<file path="src/rtl/mult_seq_nbit.sv">
// Iterative shift-add multiplier: WIDTH-bit operands, 2*WIDTH-bit registered product.
// One partial-product bit per clock; valid/ready handshake on both the operand and product sides.
// Optional build macro MULT_SIGNED_EN switches x, y and z to two's complement by multiplying
// magnitudes and negating the result when the operand signs differ.
module mult_seq_nbit #(
    parameter int unsigned WIDTH = 8
) (
    input  logic               clk,
    input  logic               rst,
    input  logic               in_valid,
    output logic               in_ready,
    input  logic [WIDTH-1:0]   x,
    input  logic [WIDTH-1:0]   y,
    output logic               out_valid,
    input  logic               out_ready,
    output logic [2*WIDTH-1:0] z,
    output logic               busy
);

    localparam int unsigned CntW = $clog2(WIDTH + 1);

    typedef enum logic [1:0] {
        StIdle,
        StCalc,
        StDone
    } state_e;

    state_e               state_q, state_d;
    logic [2*WIDTH-1:0]   acc_q;
    logic [2*WIDTH-1:0]   mcand_q;
    logic [WIDTH-1:0]     mlr_q;
    logic [CntW-1:0]      cnt_q;
    logic [2*WIDTH-1:0]   z_q;

    logic                 accept;
    logic                 last;
    logic [2*WIDTH-1:0]   acc_sum;
    logic [2*WIDTH-1:0]   z_final;
    logic [WIDTH-1:0]     x_op;
    logic [WIDTH-1:0]     y_op;

`ifdef MULT_SIGNED_EN
    logic                 sign_q;
    logic                 sign_in;

    // Magnitudes fit in WIDTH unsigned bits, including the most negative value.
    always_comb begin
        x_op    = x[WIDTH-1] ? -x : x;
        y_op    = y[WIDTH-1] ? -y : y;
        sign_in = x[WIDTH-1] ^ y[WIDTH-1];
        z_final = sign_q ? -acc_sum : acc_sum;
    end
`else
    // Unsigned build: operands pass straight through, no sign correction.
    always_comb begin
        x_op    = x;
        y_op    = y;
        z_final = acc_sum;
    end
`endif

    // Partial-product add and control decodes.
    always_comb begin
        acc_sum = acc_q + (mlr_q[0] ? mcand_q : '0);
        accept  = in_valid && (state_q == StIdle);
        last    = (state_q == StCalc) && (cnt_q == CntW'(WIDTH - 1));
    end

    // Next-state logic and handshake outputs.
    always_comb begin
        state_d   = state_q;
        in_ready  = 1'b0;
        out_valid = 1'b0;
        busy      = 1'b0;
        unique case (state_q)
            StIdle: begin
                in_ready = 1'b1;
                if (in_valid) state_d = StCalc;
            end
            StCalc: begin
                busy = 1'b1;
                if (last) state_d = StDone;
            end
            StDone: begin
                busy      = 1'b1;
                out_valid = 1'b1;
                if (out_ready) state_d = StIdle;
            end
            default: state_d = StIdle;
        endcase
    end

    // State register.
    always_ff @(posedge clk) begin
        if (rst) state_q <= StIdle;
        else     state_q <= state_d;
    end

    // Datapath: latch operands on accept, shift-add in CALC, load product on the last step.
    always_ff @(posedge clk) begin
        if (rst) begin
            acc_q   <= '0;
            mcand_q <= '0;
            mlr_q   <= '0;
            cnt_q   <= '0;
            z_q     <= '0;
`ifdef MULT_SIGNED_EN
            sign_q  <= 1'b0;
`endif
        end else begin
            unique case (state_q)
                StIdle: begin
                    if (accept) begin
                        acc_q   <= '0;
                        mcand_q <= {{WIDTH{1'b0}}, x_op};
                        mlr_q   <= y_op;
                        cnt_q   <= '0;
`ifdef MULT_SIGNED_EN
                        sign_q  <= sign_in;
`endif
                    end
                end
                StCalc: begin
                    acc_q   <= acc_sum;
                    mcand_q <= mcand_q << 1;
                    mlr_q   <= mlr_q >> 1;
                    cnt_q   <= cnt_q + CntW'(1);
                    // z holds the previous product until this edge.
                    if (last) z_q <= z_final;
                end
                default: ;
            endcase
        end
    end

    assign z = z_q;

endmodule

</file>
<file path="config.mk">
export PLATFORM = sky130hd
export DESIGN_NAME = mult_seq_nbit
export DESIGN_NICKNAME = d
export VERILOG_FILES = /design/src/rtl/mult_seq_nbit.sv
export SDC_FILE = /design/constraint.sdc
export NUM_CORES = 1
export LEC_CHECK = 0
export ABC_AREA = 1
export BUFFER_PORTS_ARGS = -buffer_cell sky130_fd_sc_hd__buf_4
export CAP_MARGIN = 5
export CORE_MARGIN = 1.5
export CORE_UTILIZATION = 30
export DETAILED_ROUTE_END_ITERATION = 8
export HOLD_SLACK_MARGIN = 0.02
export SLEW_MARGIN = 20
export SYNTH_ARGS = -nofsm -noshare
export SYNTH_HDL_FRONTEND = slang
export SYNTH_SLANG_ARGS = --single-unit
</file>
<file path="constraint.sdc">
create_clock -name clk -period 2.27 [get_ports clk]
set_input_delay 0.5675 -clock clk [delete_from_list [all_inputs] [get_ports clk]]
set_output_delay 0.5675 -clock clk [all_outputs]
set_load 0.02 [all_outputs]
</file>
==> run_results.csv <==
group,metric,value,unit
power_and_ir_drop,power_density,901,nW/um^2
global_routing,antenna_found_initial,0,
global_routing,grt_pass1_vias,3183,
placement,preCtsSetupSlack,0.0494,ns
logic_synthesis,syn_avg_cell_area,6.63,um^2
logic_synthesis,yosysWarnings,0,
cells_and_area,area_growth,20.2,%
status,status,"finished, final reports clean",
cells_and_area,layout_commonest_cell,"nand2_1",
timing,fin_skew,0.00414,ns
global_routing,gr-usage-all-layers,15.3,%
timing,drv_slew,0,
routing,routed_wl,8.50,mm
logic_synthesis,synth.cell_area,3430,um^2
timing,tightest_slew,0.409,ns
timing,finalSetupViolations,0,
routing,drcViolationCount,0,
logic_synthesis,ys_types,29,
timing,fin_ws,0.254,ns
global_routing,globalRouteOverflowTotal,0,
routing,ant_nets,0,
setup_path,worstSetupStartpointType,"flop",
logic_synthesis,seq_area_frac_synth,36.2,%
flow_run,cap_violations,0,
placement,io_buffers,38,
timing,setup_tns,0,ns
cells_and_area,most-common-layout-cells,"nand2_1 (187), inv_1 (72), dfxtp_1 (61), buf_4 (43), a21oi_1 (39)",
cells_and_area,fin_cells,696,
setup_path,cp.required,2.53,ns
clocking,htreeDepth,3,
routing,route.detailed.wl_per_inst,12.2,um
power_and_ir_drop,ir_drop,1.46,mV
cells_and_area,insertedDiodeCount,0,
timing,hold_violations,0,
routing,drt-met1-wl,4.00,mm
routing,highest_layer,"met4",
cells_and_area,drive_gt1_share,12.1,%
clocking,clock-sinks,62,
setup_path,ff2ff_setup_slack,0.25,ns
routing,drt_iter0_drc,131,
die,die_w,110,um
min_path,hold_class,"flop to flop",
die,design.core.area,11000,um^2
routing,wl_met3,375,um
clocking,clockBufferDepth,2,
global_routing,grt_first_pass_wirelength,14.3,mm
die,boundaryPins,39,
logic_synthesis,syn_inst,517,
clocking,post_cts_buffers,0,
clocking,clock_latency,0.33,ns
routing,viasPerCell,4.67,
timing,min_period_over_period,88.8,%
power_and_ir_drop,p_leak,2.14,nW
global_routing,grt_max_degree,32,
setup_path,cp_max_fo,17,
die,initial_core_util,31.2,%
clocking,clk_pin_slew_worst_paths,0.05,ns
logic_synthesis,synth_area_leader_cell,"dfxtp_1",
clocking,cts-root-buf,"clkbuf_16",
setup_path,crit_arrival,2.27,ns
placement,gp_congestion,0.879,
die,die-area,12100,um^2
timing,max_freq,0.496,GHz
routing,route.met2.wl,3.93,mm
timing,holdWs,0.462,ns
setup_path,crit_type,"flop to flop",
logic_synthesis,syn-num-nets,557,
setup_path,endpoint_kind,"flop",
logic_synthesis,ys_seq_elements,62,
cells_and_area,nNetsFinal,591,
clocking,cts_made_buffers,9,
timing,slew_headroom,72.7,%
die,fp-row-count,38,
timing,rsz0062_at_grt,"no",
routing,num_vias,3248,
routing,dr.pass1.iters,4,
clocking,tritoncts,"built",
placement,dpl.cell_count,680,
die,dieHeight,110,um
logic_synthesis,synth_top_area_share,36.2,%
cells_and_area,post-route-util,37.5,%
placement,dp_hpwl,6.07,mm
timing,fin_crit,2.02,ns
logic_synthesis,synth.area.top_cells,"dfxtp_1 (36%), nand2_1 (20%), inv_1 (7.9%)",
-- logic make-up after synthesis --
group	Yosys count	synth area share, %
AND/OR/NAND/NOR	237	27.5
buffers and inverters	95	11.1
AO/OA/AOI/OAI	94	15.4
flip-flops	62	36.2
adder cells (fa/ha/maj)	20	7.52
XOR/XNOR	9	2.30
-- repair_timing --
item,in CTS,in global routing
endpoints found under the setup margin,0,25
gates resized for setup,0,3
endpoints found under the hold margin,0,0
hold buffers,0,0
-- through the flow --
stage / total power (W) / instance area, um^2
6_report: 0.00371 / 4120
3_5_place_dp: 0.00243 / 3820
5_1_grt: 0.00393 / 4120
4_1_cts: 0.00374 / 4110
2_1_floorplan: 0.00216 / 3430
3_3_place_gp: 0.00242 / 3820
-- power by group --
part           total (W)  leakage, nW  internal [W]  switching [W]
Combinational    0.00105         1.50      0.000312       0.000735
Sequential       0.00136        0.504       0.00124       0.000120
Clock            0.00130        0.138      0.000795       0.000503
Total            0.00371         2.14       0.00235        0.00136
-- final cells by class --
cell class / instances / area [um^2]
repair buffers: 43 / 323
flip-flops and latches: 62 / 1240
fillers: 1162 / 6870
inverters: 75 / 282
multi-input cells: 360 / 1810
well taps: 140 / 175
clock inverters: 5 / 33.8
clock buffers: 11 / 253
-- critical path, cell delays in order (launching register included) --
cell and delay, ns:
dfxtp_4 0.40, nand2_1 0.08, inv_1 0.04, ha_1 0.19
fa_1 0.43, nand3_1 0.11, nand2_1 0.08, nand2_1 0.08
nand2_1 0.08, nand2_1 0.11, nand2_1 0.06, nand2_1 0.08
nand3_1 0.07, a21oi_1 0.13
-- sequential cells by signal, summed over array words and instances (netlist names) --
signal / count
acc_q: 16
mcand_q: 16
z: 16
mlr_q: 8
cnt_q: 4
state_q: 2
-- synthesized netlist by cell type --
| master | n |
|---|---|
| nor3_1 | 4 |
| nor2_4 | 1 |
| buf_2 | 7 |
| inv_1 | 72 |
| or2_1 | 2 |
| nor2_1 | 20 |
| inv_2 | 2 |
| clkinv_1 | 1 |
| o21ai_0 | 26 |
| nand2_1 | 187 |
| a31oi_1 | 14 |
| ha_1 | 19 |
| nor2_2 | 2 |
| xnor2_1 | 1 |
| buf_6 | 1 |
| o21bai_1 | 6 |
| a21o_1 | 2 |
| clkbuf_1 | 10 |
| xor2_1 | 8 |
| nand3_1 | 19 |
| buf_4 | 2 |
| o21a_1 | 5 |
| a211oi_1 | 1 |
| a21oi_1 | 39 |
| nand4_1 | 1 |
| and3_1 | 1 |
| o21ai_2 | 1 |
| fa_1 | 1 |
| dfxtp_1 | 62 |
-- path summary, 6_finish.rpt --
| check | startpoint | end | cells past startpoint |
|---|---|---|---|
| worst max register to register | mlr_q[0] | acc_q[12] | 13 |
| worst max-delay path | mlr_q[0] | acc_q[12] | 13 |
| worst min-delay path | mlr_q[7] | mlr_q[7] | 2 |
| worst min register to register | mlr_q[7] | mlr_q[7] | 2 |
-- layer usage --
layer / GRT usage (%) / up-vias
met4: 8.63 / 0
met5: 0 / -
met2: 24.7 / 66
met3: 2.55 / 17
li1: - / 1696
met1: 19.4 / 1469
Power figures use the tool's default switching activity.
